<file path="src/rtl/serial_adder_pkg.sv">
// Shared types and limits for the bit-serial adder/subtractor.
package serial_adder_pkg;

  localparam int unsigned SA_W_MIN = 2;
  localparam int unsigned SA_W_MAX = 32;

  typedef enum logic [1:0] {
    SA_IDLE = 2'd0,
    SA_RUN  = 2'd1,
    SA_FIN  = 2'd2
  } sa_state_e;

  typedef struct packed {
    logic cout;
    logic ovf;
  } sa_flags_t;

endpackage

</file>
<file path="src/rtl/serial_adder_if.sv">
// Start/busy/done bus between a requester and the serial adder.
interface serial_adder_if #(
  parameter int unsigned W = 8
);
  logic         start;
  logic         sub;
  logic [W-1:0] a;
  logic [W-1:0] b;
  logic         busy;
  logic         done;
  logic [W-1:0] result;
  logic         cout;
  logic         ovf;

  modport master (
    output start, sub, a, b,
    input  busy, done, result, cout, ovf
  );

  modport slave (
    input  start, sub, a, b,
    output busy, done, result, cout, ovf
  );
endinterface

</file>
<file path="src/rtl/serial_adder_fa_cell.sv">
// 1-bit full adder built from two half adders and an OR.
module fa_cell (
  output logic s,
  output logic co,
  input  logic x,
  input  logic y,
  input  logic ci
);
  logic s1, c1, c2;

  assign s1 = x ^ y;
  assign c1 = x & y;
  assign s  = s1 ^ ci;
  assign c2 = s1 & ci;
  assign co = c1 | c2;
endmodule

</file>
<file path="src/rtl/serial_adder.sv">
// Bit-serial W-bit adder/subtractor: LSB-first through one full-adder cell,
// W RUN cycles plus one FIN cycle per operation.
import serial_adder_pkg::*;

module serial_adder #(
  parameter int unsigned W = 8
) (
  input logic           clk,
  input logic           rst_n,
  serial_adder_if.slave bus
);
  localparam int unsigned CW = $clog2(W);

  if (W < SA_W_MIN || W > SA_W_MAX) begin : g_bad_w
    $error("serial_adder: W=%0d outside %0d..%0d", W, SA_W_MIN, SA_W_MAX);
  end

  sa_state_e     state_q, state_d;
  logic [W-1:0]  a_q, a_d;
  logic [W-1:0]  b_q, b_d;
  logic [W-1:0]  res_q, res_d;
  logic [CW-1:0] cnt_q, cnt_d;
  logic          carry_q, carry_d;
  sa_flags_t     flags_q, flags_d;
  logic          busy_q, busy_d;
  logic          done_q, done_d;
  logic          fa_s, fa_co;

  fa_cell u_fa (
    .s  (fa_s),
    .co (fa_co),
    .x  (a_q[0]),
    .y  (b_q[0]),
    .ci (carry_q)
  );

  // Next state: the A register doubles as the sum accumulator, since each
  // A bit is consumed in the same cycle its sum bit is shifted in.
  always_comb begin
    state_d = state_q;
    a_d     = a_q;
    b_d     = b_q;
    res_d   = res_q;
    cnt_d   = cnt_q;
    carry_d = carry_q;
    flags_d = flags_q;

    if (state_q == SA_RUN) begin
      a_d     = {fa_s, a_q[W-1:1]};
      b_d     = {1'b0, b_q[W-1:1]};
      carry_d = fa_co;
      cnt_d   = cnt_q + CW'(1);
      if (cnt_q == CW'(W - 1)) begin
        state_d      = SA_FIN;
        res_d        = {fa_s, a_q[W-1:1]};
        flags_d.cout = fa_co;
        flags_d.ovf  = carry_q ^ fa_co;
        cnt_d        = '0;
      end
    end else if (bus.start) begin
      state_d = SA_RUN;
      a_d     = bus.a;
      b_d     = bus.sub ? ~bus.b : bus.b;
      carry_d = bus.sub;
      cnt_d   = '0;
    end else begin
      state_d = SA_IDLE;
    end

    busy_d = (state_d == SA_RUN);
    done_d = (state_d == SA_FIN);
  end

  always_ff @(posedge clk or negedge rst_n) begin
    if (!rst_n) begin
      state_q <= SA_IDLE;
      a_q     <= '0;
      b_q     <= '0;
      res_q   <= '0;
      cnt_q   <= '0;
      carry_q <= 1'b0;
      flags_q <= '0;
      busy_q  <= 1'b0;
      done_q  <= 1'b0;
    end else begin
      state_q <= state_d;
      a_q     <= a_d;
      b_q     <= b_d;
      res_q   <= res_d;
      cnt_q   <= cnt_d;
      carry_q <= carry_d;
      flags_q <= flags_d;
      busy_q  <= busy_d;
      done_q  <= done_d;
    end
  end

  assign bus.busy   = busy_q;
  assign bus.done   = done_q;
  assign bus.result = res_q;
  assign bus.cout   = flags_q.cout;
  assign bus.ovf    = flags_q.ovf;
endmodule

</file>
<file path="src/flat_wrapper.sv">
// flat-port wrapper written by rule: the top's interface ports become plain ports
module serial_adder_flat 
#(
  parameter int unsigned W = 8
)
  (clk, rst_n, bus_start, bus_sub, bus_a, bus_b, bus_busy, bus_done, bus_result, bus_cout, bus_ovf);
  serial_adder_if #(.W(W)) bus_i ();
  input logic clk;
  input logic rst_n;
  input wire logic [$bits(bus_i.start)-1:0] bus_start;
  input wire logic [$bits(bus_i.sub)-1:0] bus_sub;
  input wire logic [$bits(bus_i.a)-1:0] bus_a;
  input wire logic [$bits(bus_i.b)-1:0] bus_b;
  output wire logic [$bits(bus_i.busy)-1:0] bus_busy;
  output wire logic [$bits(bus_i.done)-1:0] bus_done;
  output wire logic [$bits(bus_i.result)-1:0] bus_result;
  output wire logic [$bits(bus_i.cout)-1:0] bus_cout;
  output wire logic [$bits(bus_i.ovf)-1:0] bus_ovf;
  assign bus_i.start = bus_start;
  assign bus_i.sub = bus_sub;
  assign bus_i.a = bus_a;
  assign bus_i.b = bus_b;
  assign bus_busy = bus_i.busy;
  assign bus_done = bus_i.done;
  assign bus_result = bus_i.result;
  assign bus_cout = bus_i.cout;
  assign bus_ovf = bus_i.ovf;
  serial_adder #(.W(W)) u_core (.clk(clk), .rst_n(rst_n), .bus(bus_i));
endmodule
</file>
<file path="config.mk">
export PLATFORM = sky130hd
export DESIGN_NAME = serial_adder_flat
export DESIGN_NICKNAME = d
export VERILOG_FILES = /design/src/rtl/serial_adder_pkg.sv /design/src/rtl/serial_adder_if.sv /design/src/rtl/serial_adder_fa_cell.sv /design/src/rtl/serial_adder.sv /design/src/flat_wrapper.sv
export SDC_FILE = /design/constraint.sdc
export NUM_CORES = 1
export LEC_CHECK = 0
export CAP_MARGIN = 20
export CELL_PAD_IN_SITES_DETAIL_PLACEMENT = 1
export CELL_PAD_IN_SITES_GLOBAL_PLACEMENT = 2
export CORE_MARGIN = 4
export CORE_UTILIZATION = 34
export CTS_CLUSTER_SIZE = 30
export DETAILED_ROUTE_END_ITERATION = 12
export PLACE_DENSITY = 0.82
export SYNTH_ARGS = -nofsm -noshare
export SYNTH_HDL_FRONTEND = slang
export SYNTH_SLANG_ARGS = --single-unit
export TNS_END_PERCENT = 100
</file>
<file path="constraint.sdc">
create_clock -name clk -period 1.9 [get_ports clk]
set_input_delay 0.475 -clock clk [delete_from_list [all_inputs] [get_ports clk]]
set_output_delay 0.475 -clock clk [all_outputs]
set_load 0.005 [all_outputs]
</file>
==> reports/summary.txt <==
prevailing post-synth register cell: dfrtp_1
drt pass-1 iters: 3
grt total ovfl: 0
PortBufs: 31
clock latency on the worst-skew pair: 0.27 ns
Core Area: 4500 um2
CP Launch Type: flop
worst path arrival time: 1.14 ns
routed vias/inst: 4.90
top post-synthesis cells by count: dfrtp_1, nand2_1, mux2i_1
Post-synth EDFFs: 0
Sink Count: 34
Root Buffer: clkbuf_8
cells after synthesis: 130
gp weighted congestion: 0.687
HPWL Detailed: 2310 um
area of the multi-input gates: 687 um2
DRC viols: 0
Seq. cell area: 851 um2
Final Hold Fails: 0
Layout Area Growth over Synthesis: 27.1%
fill cell count: 490
starting density of the core: 36.2%
CP max stage delay: 0.50 ns
crit-path cells: clkdlybuf4s50_1
cell accounting for the most synthesized area: dfrtp_1
crit end category: output port
pin count of the biggest net entering global routing: 35
Max VDD drop: 0.762 mV
Leak: 0.980 nW
CTS tree: built
Worst Hold Class: reg2reg
setup bufs post-CTS: 0
worst-margin pin slew: 0.427 ns
post-route ant nets: 0
Power Density: 1480 nW/um2
row count: 24
CTS H-tree lvls: 2
Final Power: 3.06 mW
nets: 187
wirelength, routed: 3200 um
mean post-synth cell area: 12.6 um2
worst hold stages: 2
Crit-path slowest cell: clkdlybuf4s50_1
RSZ-0062 raised after global routing: false
drt first-iter violations: 28
FF-to-FF path depth: 4
Slew headroom: 71.6%
CTS max path bufs: 2
Num CTS Buffers: 5
FFs w/ async S/R, synth: 100%
antenna cell count: 0
gr usage total: 11.7%
Post-Syn Nets: 153
sequential element share of the synthesized area: 52.1%
clk_skew: 0.00745 ns
Yosys warnings: 0
final setup TNS: 0 ns
crit-path max FO: 2
post-CTS sizing: 0
top cells by area, synth: dfrtp_1, mux2i_1, mux2_4
clock transition at the registers of the reported paths: 0.07 ns
Crit path depth: 1
fmax: 619 MHz
Cell Area, Synth: 1630 um2
global-route wire length before repair: 5580 um
status: finished, final reports clean
initial antenna violation count: 0
Synth Register Bits: 34
Max Cap Viol: 0
# setup viols final: 0
layout cells sized above 1: 18.8%
most common cell in the netlist: dfrtp_1
post-route cell area: 2070 um2
Final Max Tran Viols: 0
top cell type's share of synthesized area: 52.1%
min Tclk post-route: 1.62 ns
WL per Instance: 14.7 um
cts hold-fix bufs: 0
Critical Setup Path Class: reg2out
IO Pins: 32
final period utilization: 85.0%
Placed Area: 1960 um2
vias in the first global route: 1196
Yosys cell types: 26
die area: 5970 um2
Worst Path Buf+Inv: 1
Via Count: 1064
Crit path required time: 1.42 ns
delay-heaviest family, CP: buffers and inverters
die width: 77.3 um
Die H: 77.3 um
layer usage:
metal	wire length, um	GRT usage, %
met5	0	0
met4	36	3.74
met2	1680	20.8
met3	97	3.51
met1	1380	13.4
cell type report:
type | instances | share of cell area [%]
tap | 52 | 3.14
timing repair buffer | 35 | 17.0
clock buffer | 8 | 5.31
inverter | 2 | 0.362
multi-input combinational | 86 | 33.1
sequential | 34 | 41.0
cells by family (layout without fill, tap and decap cells):
family,Yosys count,after routing,share of synthesized area (%)
adders and majority gates,3,3,2.76
xor gates and xnor gates,9,9,4.83
and+or+nand+nor,28,28,8.36
DFF,34,34,52.1
muxes,25,25,17.4
AOI/OAI and AO/OA,21,21,8.74
buffers and inverters,10,45,5.75
worst paths after layout:
| kind | slack, ns | startpoint | endpoint |
|---|---|---|---|
| max in group asynchronous | 0.99 | rst_n | u_core.cnt_q[1]$_DFFE_PN0P_ |
| min in group asynchronous | 0.60 | rst_n | u_core.bus.result[2]$_DFFE_PN0P_ |
| max | 0.28 | u_core.bus.result[2]$_DFFE_PN0P_ | bus_result[2] |
| min reg2reg | 0.49 | u_core.b_q[5]$_DFFE_PN0P_ | u_core.b_q[4]$_DFFE_PN0P_ |
| max reg2reg | 0.34 | u_core.cnt_q[0]$_DFFE_PN0P_ | u_core.bus.cout$_DFFE_PN0P_ |
| min | 0.49 | u_core.b_q[5]$_DFFE_PN0P_ | u_core.b_q[4]$_DFFE_PN0P_ |
where the power goes:
group / internal (mW) / leakage [nW] / switching [mW]
Combinational: 0.656 / 0.496 / 0.545
Sequential: 1.05 / 0.427 / 0.201
Clock: 0.366 / 0.0575 / 0.246
metrics by stage:
step	setup slack [ns]	hold slack, ns	util [%]	cells
2_1_floorplan	0.448	0.179	-	130
3_3_place_gp	0.225	0.463	43.6	209
3_5_place_dp	0.152	0.488	43.6	209
4_1_cts	0.267	0.504	46.0	217
5_1_grt	0.240	0.534	46.0	217
6_report	0.285	0.492	46.0	217
state kept, by name (all words and copies together), names as in the netlist:
| register | count |
|---|---|
| u_core.bus.done | 1 |
| u_core.bus.cout | 1 |
| u_core.bus.result | 8 |
| u_core.carry_q | 1 |
| u_core.a_q | 8 |
| u_core.state_q | 2 |
| u_core.cnt_q | 3 |
| u_core.b_q | 8 |
| u_core.bus.ovf | 1 |
| u_core.bus.busy | 1 |
layout by cell type, fill, tap and decap left out:
| cell type | netlist | layout |
|---|---|---|
| a211oi_2 | 1 | 1 |
| mux2i_1 | 16 | 16 |
| nand2b_1 | 2 | 2 |
| dfrtp_1 | 34 | 34 |
| xnor2_1 | 2 | 2 |
| inv_1 | 2 | 2 |
| nand3b_1 | 1 | 1 |
| mux2_2 | 3 | 3 |
| o21ai_1 | 4 | 4 |
| clkdlybuf4s50_1 | 0 | 31 |
| xor2_1 | 7 | 7 |
| o21ai_2 | 7 | 7 |
| nand3b_4 | 1 | 1 |
| a22o_1 | 1 | 1 |
| clkbuf_8 | 0 | 8 |
| o21ai_0 | 8 | 8 |
| nand2_1 | 18 | 18 |
| buf_4 | 2 | 3 |
| and2b_4 | 1 | 1 |
| fa_1 | 1 | 1 |
| ha_1 | 2 | 2 |
| nor2_1 | 5 | 5 |
| mux2_4 | 6 | 6 |
| buf_12 | 1 | 1 |
worst reg2reg max path, delay by kind of cell, from the launching register on:
kind | cells | cell delay, ns
adder cells (fa/ha/maj) | 2 | 0.44
flip-flops | 1 | 0.40
multiplexers | 1 | 0.37
AND/OR/NAND/NOR | 1 | 0.22
Power figures use the tool's default switching activity.
